[src/rtl/clz_iter_unit_pkg.sv]
// Shared types and constants for the iterative leading-zero/one counter.
package clz_iter_pkg;

  localparam int CLZ_W = 32;
  localparam int CNT_W = 6;

  // Bit n set means STEP_BITS = n is a legal slice width.
  localparam int LEGAL_STEP_MASK = 32'h0000_0116;

  typedef enum logic [1:0] {
    IDLE,
    SCAN,
    DONE
  } state_t;

  function automatic bit step_bits_legal(input int step);
    return (step > 0) && (step < 32) && LEGAL_STEP_MASK[step];
  endfunction

endpackage

[src/rtl/clz_iter_unit_if.sv]
// Start/busy/done handshake bundle between the execute stage and the CLZ/CLO unit.
interface clz_iter_unit_if;
  import clz_iter_pkg::*;

  logic             start;
  logic             op_clo;
  logic [CLZ_W-1:0] operand;
  logic             flush;
  logic             busy;
  logic             done;
  logic [CLZ_W-1:0] result;

  modport master (
    output start, op_clo, operand, flush,
    input  busy, done, result
  );

  modport slave (
    input  start, op_clo, operand, flush,
    output busy, done, result
  );

endinterface

[src/rtl/clz_iter_unit_slice_lzc.sv]
// Combinational leading-zero count of one STEP_BITS-wide slice (W when all zero).
module slice_lzc #(
  parameter int W = 4
) (
  input  logic [W-1:0]          slice,
  output logic [$clog2(W):0]    count
);

  localparam int LZ_W = $clog2(W) + 1;

  // Scanning upward, the last set bit seen is the most significant one.
  always_comb begin
    count = LZ_W'(W);
    for (int i = 0; i < W; i++) begin
      if (slice[i]) count = LZ_W'(W - 1 - i);
    end
  end

endmodule

[src/rtl/clz_iter_unit.sv]
// Multi-cycle CLZ/CLO unit: scans STEP_BITS bits per cycle from the MSB down.
module clz_iter_unit
  import clz_iter_pkg::*;
#(
  parameter int STEP_BITS = 4
) (
  input logic           clk,
  input logic           rst_n,
  clz_iter_unit_if.slave bus
);

  localparam int LZ_W = $clog2(STEP_BITS) + 1;
  localparam logic [CNT_W-1:0] LAST_CNT = CNT_W'(CLZ_W - STEP_BITS);

  generate
    if (!step_bits_legal(STEP_BITS)) begin : gen_bad_step
      $error("clz_iter_unit: STEP_BITS must be 1, 2, 4 or 8");
    end
  endgenerate

  state_t             state;
  logic [CLZ_W-1:0]   shreg;
  logic [CLZ_W-1:0]   result_q;
  logic [CNT_W-1:0]   cnt;
  logic [STEP_BITS-1:0] slice;
  logic [LZ_W-1:0]    slice_cnt;

  assign slice = shreg[CLZ_W-1 -: STEP_BITS];

  slice_lzc #(
    .W(STEP_BITS)
  ) u_slice_lzc (
    .slice(slice),
    .count(slice_cnt)
  );

  assign bus.busy   = (state != IDLE);
  assign bus.done   = (state == DONE);
  assign bus.result = result_q;

  // CLO reuses the zero scan by inverting the operand on load.
  always_ff @(posedge clk or negedge rst_n) begin
    if (!rst_n) begin
      state    <= IDLE;
      shreg    <= '0;
      cnt      <= '0;
      result_q <= '0;
    end else begin
      case (state)
        IDLE: begin
          if (bus.start && !bus.flush) begin
            shreg <= bus.op_clo ? ~bus.operand : bus.operand;
            cnt   <= '0;
            state <= SCAN;
          end
        end
        SCAN: begin
          if (bus.flush) begin
            state <= IDLE;
          end else if (|slice) begin
            result_q <= CLZ_W'(cnt) + CLZ_W'(slice_cnt);
            state    <= DONE;
          end else if (cnt == LAST_CNT) begin
            result_q <= CLZ_W'(CLZ_W);
            state    <= DONE;
          end else begin
            cnt   <= cnt + CNT_W'(STEP_BITS);
            shreg <= shreg << STEP_BITS;
          end
        end
        DONE:    state <= IDLE;
        default: state <= IDLE;
      endcase
    end
  end

endmodule

[src/flat_wrapper.sv]
// flat-port wrapper written by rule: the top's interface ports become plain ports
module clz_iter_unit_flat import clz_iter_pkg::*;
#(
  parameter int STEP_BITS = 4
)
  (clk, rst_n, bus_start, bus_op_clo, bus_operand, bus_flush, bus_busy, bus_done, bus_result);
  clz_iter_unit_if bus_i ();
  input logic clk;
  input logic rst_n;
  input wire logic [$bits(bus_i.start)-1:0] bus_start;
  input wire logic [$bits(bus_i.op_clo)-1:0] bus_op_clo;
  input wire logic [$bits(bus_i.operand)-1:0] bus_operand;
  input wire logic [$bits(bus_i.flush)-1:0] bus_flush;
  output wire logic [$bits(bus_i.busy)-1:0] bus_busy;
  output wire logic [$bits(bus_i.done)-1:0] bus_done;
  output wire logic [$bits(bus_i.result)-1:0] bus_result;
  assign bus_i.start = bus_start;
  assign bus_i.op_clo = bus_op_clo;
  assign bus_i.operand = bus_operand;
  assign bus_i.flush = bus_flush;
  assign bus_busy = bus_i.busy;
  assign bus_done = bus_i.done;
  assign bus_result = bus_i.result;
  clz_iter_unit #(.STEP_BITS(STEP_BITS)) u_core (.clk(clk), .rst_n(rst_n), .bus(bus_i));
endmodule
[config.mk]
export PLATFORM = sky130hd
export DESIGN_NAME = clz_iter_unit_flat
export DESIGN_NICKNAME = d
export VERILOG_FILES = /design/src/rtl/clz_iter_unit_pkg.sv /design/src/rtl/clz_iter_unit_if.sv /design/src/rtl/clz_iter_unit_slice_lzc.sv /design/src/rtl/clz_iter_unit.sv /design/src/flat_wrapper.sv
export SDC_FILE = /design/constraint.sdc
export NUM_CORES = 1
export LEC_CHECK = 0
export CORE_UTILIZATION = 45
export DETAILED_ROUTE_END_ITERATION = 8
export PLACE_DENSITY_LB_ADDON = 0.25
export RECOVER_POWER = 25
export SLEW_MARGIN = 10
export SYNTH_ARGS = -nofsm -noshare
export SYNTH_HDL_FRONTEND = slang
export SYNTH_SLANG_ARGS = --single-unit
[constraint.sdc]
create_clock -name clk -period 2.15 [get_ports clk]
set_clock_uncertainty 0.1 [all_clocks]
set_input_delay 0.43 -clock clk [delete_from_list [all_inputs] [get_ports clk]]
set_output_delay 0.43 -clock clk [all_outputs]
set_load 0.05 [all_outputs]
==> flow_metrics.env, run 1 <==
export IMPL_cap_violations=0
export IMPL_max_freq_mhz=499
export IMPL_dr_max_layer_used="met4"
export IMPL_synth_most_common_cell="dfrtp_1"
export IMPL_drt_wl_total_mm=4.50
export IMPL_cts_resized_gates=0
export IMPL_power_share_combinational=0.378
export IMPL_min_path_type="input pin to asynchronous set/reset pin"
export IMPL_synth_area_leaders="dfrtp_1 43%, xnor2_1 12%, buf_4 7.2%"
export IMPL_dieArea_um2=6130
export IMPL_syn_avg_cell_area_um2=8.80
export IMPL_placed_cells=400
export IMPL_synth_edf_count=0
export IMPL_cts_hold_buf=0
export IMPL_intPower_mw=2.05
export IMPL_num_io_pins=71
export IMPL_status="completed"
export IMPL_layout_nets=376
export IMPL_wl_met1_mm=2.23
export IMPL_fp_row_count=27
export IMPL_grt_overflow=0
export IMPL_fin_crit_sh=0.932
export IMPL_cp_arrival_ps=1470
export IMPL_synth_area_um2=2620
export IMPL_drt_pass1_iter_count=4
export IMPL_cts_buffers=5
export IMPL_layout_drive_gt1_share=0.0685
export IMPL_seqPwrFrac=0.425
export IMPL_grt_max_degree=62
export IMPL_synth_cell_type_count=32
export IMPL_setup_viol=0
export IMPL_pwr_share_clk=0.196
export IMPL_setup_worst_path_class="register to primary output"
export IMPL_ir_drop_mv=0.438
export IMPL_crit_family="buffers and inverters"
export IMPL_dr_wl_met3_um=177
export IMPL_yosys_area_top_type_share=0.430
export IMPL_p_per_area_nw_per_um2=1040
export IMPL_drt_iter0_drc=93
export IMPL_num_vias=1885
export IMPL_cts_setup_buffers=0
export IMPL_path_cells="clkdlybuf4s50_1"
export IMPL_synth_commonest_cells="45 x dfrtp_1, 44 x nand2_1, 36 x xnor2_1"
export IMPL_die_x_um=78.3
export IMPL_async_flop_share=1.00
export IMPL_ys_seq_area_frac=0.430
export IMPL_synth_seq_cells=45
export IMPL_hold_viol_final=0
export IMPL_start_kind="register"
export IMPL_initial_core_util=0.470
export IMPL_setup_tns_ps=0
export IMPL_crit_required_ps=1620
export IMPL_area_delta_synth_final_pct=21.0
export IMPL_clk_pin_slew_worst_paths_ps=80
export IMPL_rsz0062_at_grt="false"
export IMPL_min_period_ps=2000
export IMPL_htreeDepth=2
export IMPL_antenna_found_initial=0
export IMPL_p_leak_nw=1.40
export IMPL_slew_headroom=0.257
export IMPL_drc=0
export IMPL_cts_sinks=45
export IMPL_route_detailed_wl_per_inst_um=11.0
export IMPL_dieHeight_um=78.3
export IMPL_tightest_slew_ps=1110
export IMPL_netlist_top_cell_by_area="dfrtp_1"
export IMPL_slew_viol_final=0
export IMPL_hold_ws_ps=320
export IMPL_grt_pass1_vias=1840
export IMPL_p_sw_mw=1.24
export IMPL_grt_use_total=0.167
export IMPL_path_max_fanout=2
export IMPL_critPathBufInv=1
export IMPL_finalWeightedCongestion=0.778
export IMPL_ant_nets=0
export IMPL_cts_tree="done"
export IMPL_stdcell_count=408
export IMPL_hpwl_mm=3.16
export IMPL_grt_first_pass_wirelength_mm=8.12
export IMPL_yosys_warnings=0
export IMPL_root_buffer="clkbuf_8"
export IMPL_via_per_inst=4.62
export IMPL_dr_wl_met2_mm=2.04
export IMPL_p_total_mw=3.29
export IMPL_nFillCells=527
export IMPL_fp_coreArea_um2=5570
export IMPL_synth_cells=298
export IMPL_ys_flop_type="dfrtp_1"
export IMPL_io_buffers=45
export IMPL_end_kind="primary output"
export IMPL_diodes=0
export IMPL_crit_path_max_incr_delay_ps=810
export IMPL_insertion_delay_ps=290
export IMPL_slowest_stage="clkdlybuf4s50_1"
export IMPL_clockBufferDepth=2
export IMPL_p_sw_frac=0.376
## state kept, by name, summed over array words and instances, names as in the netlist
| register | count |
|---|---|
| u_core.cnt | 4 |
| u_core.shreg | 32 |
| u_core.bus.result | 7 |
| u_core.state | 2 |
## stage by stage
step | area, µm² | worst slack [ps] | utilization
finish | 3170 | 146 | 0.569
global placement | 3060 | 151 | 0.549
detailed placement | 3060 | 40.8 | 0.549
floorplan | 2720 | 447 | -
CTS | 3170 | 136 | 0.569
global route | 3170 | 116 | 0.569
## cells by family (layout without fill, tap and decap cells)
kind of cell	Yosys count	count (layout)	share of synthesized area
buffers and inverters	49	62	0.116
flip-flops	45	45	0.430
other	1	26	0.00143
AO/OA/AOI/OAI	75	75	0.165
adder cells (fa/ha/maj)	4	4	0.0191
AND/OR/NAND/NOR	86	86	0.141
XOR/XNOR	38	38	0.127
## power groups by stage
stage	logic [mW]	clock network [mW]	registers, mW
final	1.24	0.645	1.40
after CTS	1.26	0.666	1.40
after global placement	1.23	0	1.40
after global routing	1.39	0.707	1.45
after floorplan	0.811	0	1.51
after detailed placement	1.26	0	1.42
## per-layer routing
layer	up-vias	global-route usage
met5	-	0
met4	0	0.0537
met3	6	0.0419
met2	43	0.268
met1	838	0.221
li1	998	-
## final timing paths
check | from | endpoint | slack [ps] | depth (start not counted)
worst max-delay path | u_core.bus.result[1] | bus_result[1] | 150 | 1
worst min-delay path | rst_n | u_core.bus.result[3] | 320 | 2
worst max register to register | u_core.cnt[3] | u_core.cnt[2] | 390 | 6
worst min register to register | u_core.bus.result[2] | u_core.bus.result[2] | 380 | 2
max in group asynchronous | rst_n | u_core.state[0] | 940 | 2
min in group clk | u_core.bus.result[2] | u_core.bus.result[2] | 380 | 2
## layout make-up
| type | count | area [µm²] | share of cell area |
|---|---|---|---|
| multi-input cells | 229 | 1290 | 0.407 |
| flip-flops and latches | 45 | 1130 | 0.355 |
| repair buffers | 50 | 533 | 0.168 |
| well taps | 72 | 90.1 | 0.0284 |
| clock buffers | 7 | 86.3 | 0.0272 |
| clock inverters | 1 | 30.0 | 0.00947 |
| inverters | 4 | 15.0 | 0.00473 |
## cells in the final DEF, fill, tap and decap left out, types with 2 or more instances in the layout
cell | Yosys | final
dfrtp_1 | 45 | 45
nand2_1 | 44 | 44
clkdlybuf4s50_1 | 0 | 41
xnor2_1 | 36 | 36
nor2_1 | 30 | 30
a21oi_1 | 29 | 29
conb_1 | 1 | 26
o21ai_0 | 17 | 17
o21ai_1 | 16 | 16
o31ai_1 | 6 | 6
clkbuf_8 | 0 | 6
buf_12 | 0 | 5
ha_1 | 4 | 4
inv_1 | 3 | 3
nor3_1 | 2 | 2
a21o_1 | 2 | 2
nand3_1 | 2 | 2
xor2_1 | 2 | 2
buf_2 | 16 | 2
Note: power is estimated with default switching activity, not from simulation.
==> run 2: changes to the inputs <==
Settings changed: TNS_END_PERCENT from default to 1.
==> results of run 2 <==
No change in the layout: final DEF, timing and power equal those of run 1.
